$ cat src/rtl/uart_link_pkg.sv
// Shared definitions for the inter-tile UART flit link (transmitter and receiver).
// Build option: UART_FLIT_PARITY_EN adds an even-parity bit over the VC and data
// fields. Both ends of a link must be built with the same setting.
package uart_link_pkg;

  typedef enum logic [2:0] {
    IDLE   = 3'd0,
    START  = 3'd1,
    VC     = 3'd2,
    DATA   = 3'd3,
    PARITY = 3'd4,
    STOP   = 3'd5
  } tx_state_t;

  localparam logic START_BIT  = 1'b0;
  localparam logic STOP_BIT   = 1'b1;
  localparam logic IDLE_LEVEL = 1'b1;

`ifdef UART_FLIT_PARITY_EN
  localparam int PARITY_BITS = 1;
`else
  localparam int PARITY_BITS = 0;
`endif

  // Serial bits in one frame: start, VC field, data field, optional parity, stop.
  function automatic int frame_bits(input int flit_width, input int vc_w);
    return 1 + vc_w + flit_width + PARITY_BITS + 1;
  endfunction

endpackage

$ cat src/rtl/uart_baud_gen.sv
// Bit-period timer for the UART link. While enabled it emits a one-cycle
// bit_tick_o on the last cycle of every CLKS_PER_BIT-cycle bit period.
// clr_i restarts the period so a new frame always begins on a full bit.
module uart_baud_gen #(
  parameter int CLKS_PER_BIT = 16
) (
  input  logic clk,
  input  logic rst,
  input  logic en_i,
  input  logic clr_i,
  output logic bit_tick_o
);

  localparam int CNT_W = (CLKS_PER_BIT > 2) ? $clog2(CLKS_PER_BIT) : 1;
  localparam logic [CNT_W-1:0] CNT_LAST = CNT_W'(CLKS_PER_BIT - 1);

  logic [CNT_W-1:0] cnt_q;

  // Free-running modulo counter, held at zero while disabled or cleared.
  always_ff @(posedge clk) begin
    if (rst || clr_i || !en_i) begin
      cnt_q <= '0;
    end else if (cnt_q == CNT_LAST) begin
      cnt_q <= '0;
    end else begin
      cnt_q <= cnt_q + CNT_W'(1);
    end
  end

  assign bit_tick_o = en_i && (cnt_q == CNT_LAST);

endmodule

$ cat src/rtl/uart_flit_tx.sv
// Link-side flit transmitter: one-deep holding register, per-VC credit
// counters and a UART-style serializer (start, VC, data, [parity], stop; LSB first).
// Build option: UART_FLIT_PARITY_EN inserts an even-parity bit after the data field.
//
// state  | meaning
// IDLE   | line high, waiting for the holding register to fill
// START  | driving the start bit
// VC     | shifting out the VC field
// DATA   | shifting out the flit payload
// PARITY | driving the even-parity bit (parity builds only)
// STOP   | driving the stop bit; chains straight into START if a flit is held
module uart_flit_tx
  import uart_link_pkg::*;
#(
  parameter int FLIT_WIDTH   = 32,
  parameter int NUM_VCS      = 2,
  parameter int BUFFER_SIZE  = 8,
  parameter int CLKS_PER_BIT = 16,
  parameter int VC_W         = (NUM_VCS > 1) ? $clog2(NUM_VCS) : 1
) (
  input  logic                  clk,
  input  logic                  rst,
  input  logic                  flit_valid,
  output logic                  flit_ready,
  input  logic [FLIT_WIDTH-1:0] flit_data,
  input  logic [VC_W-1:0]       flit_vc,
  input  logic [NUM_VCS-1:0]    credit_return,
  output logic                  uart_tx,
  output logic                  busy
);

  localparam int CRD_W   = $clog2(BUFFER_SIZE + 1);
  localparam int SHIFT_W = VC_W + FLIT_WIDTH;
  localparam int FIELD_MAX = (FLIT_WIDTH > VC_W) ? FLIT_WIDTH : VC_W;
  localparam int BIT_W   = $clog2(FIELD_MAX + 1);
  localparam logic [CRD_W-1:0] CRD_MAX   = CRD_W'(BUFFER_SIZE);
  localparam logic [BIT_W-1:0] VC_LAST   = BIT_W'(VC_W - 1);
  localparam logic [BIT_W-1:0] DATA_LAST = BIT_W'(FLIT_WIDTH - 1);

  tx_state_t              state_q;
  logic                   tx_q;
  logic [SHIFT_W-1:0]     shift_q;
  logic [BIT_W-1:0]       bit_cnt_q;
`ifdef UART_FLIT_PARITY_EN
  logic                   parity_q;
`endif

  logic                   hold_full_q;
  logic [FLIT_WIDTH-1:0]  hold_data_q;
  logic [VC_W-1:0]        hold_vc_q;

  logic                   accept;
  logic                   load;
  logic                   bit_tick;
  logic [NUM_VCS-1:0]     vc_has_credit;

  // Ready depends on the presented VC so a starved VC never blocks the others.
  assign flit_ready = !rst && !hold_full_q && vc_has_credit[flit_vc];
  assign accept     = flit_valid && flit_ready;

  // The held flit moves to the shifter when the line is idle or a stop bit ends.
  assign load = hold_full_q && ((state_q == IDLE) || ((state_q == STOP) && bit_tick));

  assign uart_tx = tx_q;
  assign busy    = (state_q != IDLE) || hold_full_q;

  uart_baud_gen #(
    .CLKS_PER_BIT(CLKS_PER_BIT)
  ) u_baud (
    .clk       (clk),
    .rst       (rst),
    .en_i      (state_q != IDLE),
    .clr_i     (load),
    .bit_tick_o(bit_tick)
  );

  // Holding register occupancy: filled on accept, drained on load (never both).
  always_ff @(posedge clk) begin
    if (rst) begin
      hold_full_q <= 1'b0;
    end else if (accept) begin
      hold_full_q <= 1'b1;
    end else if (load) begin
      hold_full_q <= 1'b0;
    end
  end

  // Holding register payload; only meaningful while hold_full_q is set.
  always_ff @(posedge clk) begin
    if (accept) begin
      hold_data_q <= flit_data;
      hold_vc_q   <= flit_vc;
    end
  end

  // Per-VC credit counters: one spent per accepted flit, one returned per pulse.
  for (genvar v = 0; v < NUM_VCS; v++) begin : g_credit
    logic [CRD_W-1:0] credit_q;
    logic [CRD_W-1:0] credit_d;
    logic             take;
    logic             give;

    assign take = accept && (flit_vc == VC_W'(v));
    assign give = credit_return[v];

    // Net change of the counter; a return at full count is dropped.
    always_comb begin
      credit_d = credit_q;
      if (take && !give) begin
        credit_d = credit_q - CRD_W'(1);
      end else if (give && !take && (credit_q != CRD_MAX)) begin
        credit_d = credit_q + CRD_W'(1);
      end
    end

    // Counter register, refilled to the far-end buffer depth on reset.
    always_ff @(posedge clk) begin
      if (rst) begin
        credit_q <= CRD_MAX;
      end else begin
        credit_q <= credit_d;
      end
    end

    assign vc_has_credit[v] = (credit_q != '0);

    // A credit returned while already full means the far end miscounted.
    a_credit_overflow : assert property (@(posedge clk) disable iff (rst)
      !(give && !take && (credit_q == CRD_MAX)));
  end

  // Frame sequencer; uart_tx is registered and updated on bit boundaries only.
  always_ff @(posedge clk) begin
    if (rst) begin
      state_q   <= IDLE;
      tx_q      <= IDLE_LEVEL;
      shift_q   <= '0;
      bit_cnt_q <= '0;
`ifdef UART_FLIT_PARITY_EN
      parity_q  <= 1'b0;
`endif
    end else if (load) begin
      state_q   <= START;
      tx_q      <= START_BIT;
      shift_q   <= {hold_data_q, hold_vc_q};
      bit_cnt_q <= '0;
`ifdef UART_FLIT_PARITY_EN
      parity_q  <= ^{hold_data_q, hold_vc_q};
`endif
    end else begin
      case (state_q)
        START: begin
          if (bit_tick) begin
            state_q   <= VC;
            tx_q      <= shift_q[0];
            shift_q   <= shift_q >> 1;
            bit_cnt_q <= '0;
          end
        end
        VC: begin
          if (bit_tick) begin
            tx_q    <= shift_q[0];
            shift_q <= shift_q >> 1;
            if (bit_cnt_q == VC_LAST) begin
              state_q   <= DATA;
              bit_cnt_q <= '0;
            end else begin
              bit_cnt_q <= bit_cnt_q + BIT_W'(1);
            end
          end
        end
        DATA: begin
          if (bit_tick) begin
            if (bit_cnt_q == DATA_LAST) begin
              bit_cnt_q <= '0;
`ifdef UART_FLIT_PARITY_EN
              state_q   <= PARITY;
              tx_q      <= parity_q;
`else
              state_q   <= STOP;
              tx_q      <= STOP_BIT;
`endif
            end else begin
              bit_cnt_q <= bit_cnt_q + BIT_W'(1);
              tx_q      <= shift_q[0];
              shift_q   <= shift_q >> 1;
            end
          end
        end
`ifdef UART_FLIT_PARITY_EN
        PARITY: begin
          if (bit_tick) begin
            state_q <= STOP;
            tx_q    <= STOP_BIT;
          end
        end
`endif
        STOP: begin
          if (bit_tick) begin
            state_q <= IDLE;
            tx_q    <= IDLE_LEVEL;
          end
        end
        default: begin
          state_q <= IDLE;
          tx_q    <= IDLE_LEVEL;
        end
      endcase
    end
  end

endmodule

$ cat config.mk
export PLATFORM = sky130hd
export DESIGN_NAME = uart_flit_tx
export DESIGN_NICKNAME = d
export VERILOG_FILES = /design/src/rtl/uart_link_pkg.sv /design/src/rtl/uart_baud_gen.sv /design/src/rtl/uart_flit_tx.sv
export SDC_FILE = /design/constraint.sdc
export NUM_CORES = 1
export LEC_CHECK = 0
export CORE_MARGIN = 2
export CORE_UTILIZATION = 40
export CTS_CLUSTER_SIZE = 10
export DETAILED_ROUTE_END_ITERATION = 12
export SLEW_MARGIN = 20
export SYNTH_ARGS = -nofsm -noshare
export SYNTH_HDL_FRONTEND = slang
export SYNTH_HIERARCHICAL = 1
export SYNTH_SLANG_ARGS = --single-unit
$ cat constraint.sdc
create_clock -name clk -period 6.15 [get_ports clk]
set_clock_uncertainty 0.2 [all_clocks]
set_input_delay 0.9225 -clock clk [delete_from_list [all_inputs] [get_ports clk]]
set_output_delay 0.9225 -clock clk [all_outputs]
set_load 0.01 [all_outputs]
After elaboration in Yosys (flattened, before gate mapping)

Index checks and enable logic that the tools add are counted.
W data, S select, Z words.

Multiplexer cells: 33
Bitwise operators: 1
Magnitude comparators: 1
Eq/ne operators: 22
Reductions and logical operators: 43
Add/subtract/negate cells: 6

Operators by type and width:

| cell                  | count |
|---|---|
| $mux W33              | 4 |
| $pmux W33 S2          | 1 |
| $mux W6               | 5 |
| $ne A3 B2 Y1 const B  | 7 |
| $mux W3               | 6 |
| $pmux W6 S3           | 1 |
| $mux W4               | 4 |
| $logic_and A1 B1 Y1   | 14 |
| $add A4 B1 Y4 const B | 3 |
| $ne A2 B2 Y1 const B  | 6 |
| $pmux W3 S4           | 1 |
| $reduce_and A6 Y1     | 2 |
| $mux W1               | 10 |
| $reduce_bool A3 Y1    | 3 |
| $ne A4 B4 Y1 const B  | 2 |
| $reduce_and A4 Y1     | 2 |
| $reduce_bool A4 Y1    | 2 |
| $sub A4 B1 Y4 const B | 2 |
| $logic_not A1 Y1      | 7 |
| $add A6 B1 Y6 const B | 1 |
| $eq A3 B2 Y1 const B  | 2 |
| $eq A6 B5 Y1 const B  | 1 |
| $logic_not A6 Y1      | 1 |
| $reduce_bool A2 Y1    | 3 |
| 11 further kinds      | 16 |

Word-level logic and storage cells: 117
Input bits: 38
Bits in registers: 89
Output and inout port bits: 3

Longest topological paths before layout

Depth after elaboration: 11
Depth in mapped cells: 10
Depth with buffers taken out: 8

Cells and area by module

The synthesis kept the hierarchy.

Modules (own cells, without submodules):

| module        | sequential area each (um^2) | instances | cells an instance | area an instance (um^2) |
|---|---|---|---|---|
| uart_flit_tx  | 2031.9                      | 1         | 344               | 3729.8 |
| uart_baud_gen | 80.1                        | 1         | 16                | 160.2 |

Least setup slack after synthesis

No wires, ideal clock.

Path kind: input -> register
From: input port rst
To: register hold_data_q[0], enable pin
Buffers on the path: 2
Setup slack: 0.632 ns
Data arrival time: 4.800 ns
Library setup time: 0.518 ns
Stages on the path: 3
Required time: 5.432 ns
Cells stage by stage: clkbuf_1 clkbuf_1 nor4b_1

Longest elaborated chain between the ends: 4

RTL lines:

| element                           | line               | source |
|---|---|---|
| start: declaration                | uart_flit_tx.sv:22 | `input logic rst,` |
| $logic_not A1 Y1                  | uart_flit_tx.sv:58 | `assign flit_ready = !rst && !hold_full_q && vc_has_credit[flit_vc];` |
| $logic_and A1 B1 Y1 (2 in series) | uart_flit_tx.sv:58 |  |
| $logic_and A1 B1 Y1               | uart_flit_tx.sv:59 | `assign accept = flit_valid && flit_ready;` |
| via accept                        | uart_flit_tx.sv:52 | `logic accept;` |
| end signal: assignment            | uart_flit_tx.sv:91 | `hold_data_q <= flit_data;` |
| end: declaration                  | uart_flit_tx.sv:49 | `logic [FLIT_WIDTH-1:0] hold_data_q;` |

The timed path passes the listed nets, and every way through them passes these cells.
A chain may end at the register's enable or synchronous reset.

Final worst setup path

From: input port flit_vc
To: output port flit_ready

Longest elaborated chain between the ends: 3

RTL lines:

| element                                     | line               | source |
|---|---|---|
| start: declaration                          | uart_flit_tx.sv:26 | `input logic [VC_W-1:0] flit_vc,` |
| $mux W1 (not written as such) (2 in series) | uart_flit_tx.sv:58 |  |
| $logic_and A1 B1 Y1                         | uart_flit_tx.sv:58 |  |
| end: declaration                            | uart_flit_tx.sv:24 | `output logic flit_ready,` |

No other way between the ends. The select of a mux whose other input is x is not followed.

==> results.sh <==
export IMPL_synth_simple_area_share=0.113
export IMPL_status="completed"
export IMPL_gp_congestion=0.871
export IMPL_synth_ff_type="dfxtp_1"
export IMPL_synth_top_family_by_area="compound AO/OA/AOI/OAI gates"
export IMPL_period_minus_slack_ns=3.68
export IMPL_die_h_um=103
export IMPL_fp_row_count=35
export IMPL_io_pin_count=41
export IMPL_start_util=0.417
export IMPL_drt_initial_drc_count=104
export IMPL_cts_resized=0
export IMPL_grt_max_degree=52
export IMPL_drt_total_wl_mm=7.12
export IMPL_setup_violations=0
export IMPL_dieArea_mm2=0.0105
export IMPL_r2r_slack_ns=3.12
export IMPL_vias=2795
export IMPL_core_mm2=0.00933
export IMPL_mostFrequentLayoutCell="dfxtp_1"
export IMPL_synth_enable_flop_cells=33
export IMPL_start_kind="primary input"
export IMPL_synth_warnings=6
export IMPL_crit_fanout=5
export IMPL_synth_compound_area_frac=0.210
export IMPL_required_ns=5.03
export IMPL_fmax_mhz=271
export IMPL_cp_depth=4
export IMPL_crit_start="flit_vc"
export IMPL_grt_setup_unrepaired="no"
export IMPL_yosysUniqueCellTypes=59
export IMPL_synthCells=360
export IMPL_dp_hpwl_mm=4.71
export IMPL_synth_mux_area_frac=0.0251
export IMPL_crit_family="buffers and inverters"
export IMPL_gr_total_overflow=0
export IMPL_clock_latency_ns=0.35
export IMPL_final_nets=442
export IMPL_grtUsageTotal=0.150
export IMPL_mappedNetlistArea_mm2=0.00389
export IMPL_fillCellCount=875
export IMPL_syn_avg_cell_area_um2=10.8
export IMPL_cts_clk_slew_worst_paths_ns=0.08
export IMPL_drt_drc_violations_left=0
export IMPL_rr_startpoint="state_q[0]"
export IMPL_cellPowerDensity_mw_per_mm2=253
export IMPL_cts_buffer_depth=2
export IMPL_vias_per_cell=5.28
export IMPL_cts_tree="built"
export IMPL_slowest_stage="clkdlybuf4s50_1"
export IMPL_synth_fa_ha_area_frac=0.0328
export IMPL_period_share=0.599
export IMPL_firstDrtPassIters=4
export IMPL_cp_arrival_ns=2.56
export IMPL_numCtsBuffers=9
export IMPL_design_area_mm2=0.00458
export IMPL_ff2ff_path_depth=6
export IMPL_dpl_worst_slack_ns=2.30
export IMPL_antenna_diode_count=0
export IMPL_slew_viol_final=0
export IMPL_endpoint="flit_ready"
export IMPL_p_leak_nw=1.74
export IMPL_cts_htree_levels=3
export IMPL_end_kind="primary output"
export IMPL_hp_class="reg2reg"
export IMPL_layout_drive_gt1_share=0.0825
export IMPL_cts_setup_buffers=0
export IMPL_post_synth_xor_area_fraction=0.00901
export IMPL_fin_tns_setup_ns=0
export IMPL_die_x_um=103
export IMPL_fin_ws_ns=2.47
export IMPL_worst_pin_slew_ns=0.928
export IMPL_slew_headroom=0.382
export IMPL_final_cell_mix="dfxtp_1, inv_1, a21oi_1"
export IMPL_holdBufCountCts=0
export IMPL_syn_nets=407
export IMPL_critical_path_class="in2out"
export IMPL_timing_rr_end="shift_q[5]"
export IMPL_crit_top_cell="clkdlybuf4s50_1"
export IMPL_max_stage_delay_ns=0.57
export IMPL_path_buf_inv=2
export IMPL_crit_chain="clkdlybuf4s50_1 -> mux2_2 -> nor3_1 -> clkdlybuf4s50_1"
export IMPL_cts_root_buf="clkbuf_8"
export IMPL_io_buffers=40
export IMPL_antenna_found_initial=0
export IMPL_grt_pass1_vias=2759
export IMPL_hold_viol_final=0
export IMPL_dpl_cell_area_mm2=0.00440
export IMPL_irDropWorstVdd_mv=0.131
export IMPL_synthArstFlopShare=0
export IMPL_maxCapViolations=0
export IMPL_ant_nets=0
export IMPL_ys_seq_elements=89
export IMPL_syn2layout_area_growth_pct=17.7
export IMPL_cts_sinks=89
export IMPL_yosysSeqAreaShare=0.543
export IMPL_total_power_mw=1.16
export IMPL_wire_per_inst_um=13.5
export IMPL_grt_pass1_wl_mm=12.5
## layer usage
layer | part of all wire | wire length (um) | global-route usage | vias to the layer above
met1 | 0.47 | 3330 | 0.187 | 1348
met4 | 0.0082 | 58 | 0.0400 | 0
met5 | 0 | 0 | 0 | -
met2 | 0.49 | 3460 | 0.254 | 46
met3 | 0.038 | 267 | 0.0461 | 6
li1 | - | - | - | 1395
## cells in the mapped netlist (7+ instances only)
cell type | number | area (um^2)
dfxtp_1 | 56 | 1120
inv_1 | 43 | 161
a21oi_1 | 42 | 210
edfxtp_1 | 33 | 991
o221a_1 | 32 | 360
nor2_1 | 16 | 60.1
nand2_1 | 14 | 52.6
buf_2 | 11 | 55.1
nand3_1 | 9 | 45.0
nor3_1 | 9 | 45.0
clkbuf_1 | 8 | 30.0
ha_1 | 7 | 87.6
## power by group
group / leakage (nW) / switching [mW] / internal [mW]
combinational: 0.881 / 0.0587 / 0.0655
clock: 0.0903 / 0.206 / 0.161
sequential: 0.764 / 0.0202 / 0.646
## per-stage QoR
step | cells | util | hold slack [ns]
2_1_floorplan | 360 | - | 0.218
5_1_grt | 529 | 0.491 | 0.287
3_5_place_dp | 513 | 0.471 | 0.245
6_report | 529 | 0.491 | 0.250
4_1_cts | 529 | 0.491 | 0.258
3_3_place_gp | 513 | 0.471 | 0.231
## state kept, by name, indices dropped and copies added (netlist names)
signal	count
shift_q	33
hold_data_q	32
g_credit.credit_q	8
bit_cnt_q	6
u_baud/cnt_q	4
state_q	3
hold_full_q	1
hold_vc_q	1
uart_tx	1
## area by class of cell
type	count	area [um^2]	area share
repair buffers	43	418	0.0913
multi-input cells	206	1530	0.335
clock buffers	11	141	0.0309
inverters	46	174	0.0380
flip-flops and latches	89	2110	0.461
well taps	129	161	0.0353
clock inverters	5	38.8	0.00847
## how the worst min path moves through the flow
| stage | from | end | slack, ns | cells after the start |
|---|---|---|---|---|
| floorplan | u_baud/cnt_q[0] | u_baud/cnt_q[0] | 0.22 | 1 |
| global placement | u_baud/cnt_q[0] | u_baud/cnt_q[0] | 0.23 | 1 |
| detailed placement | u_baud/cnt_q[0] | u_baud/cnt_q[0] | 0.24 | 1 |
| CTS | u_baud/cnt_q[0] | u_baud/cnt_q[0] | 0.26 | 1 |
| global route | u_baud/cnt_q[0] | u_baud/cnt_q[0] | 0.29 | 1 |
| finish | u_baud/cnt_q[0] | u_baud/cnt_q[0] | 0.25 | 1 |
## cells by family after synthesis
kind of cell / after synthesis
AOI/OAI and AO/OA: 105
DFF: 89
and+or+nand+nor: 79
buffers and inverters: 65
muxes: 9
adders and majority gates: 9
xor gates and xnor gates: 4
Power figures use the tool's default switching activity.
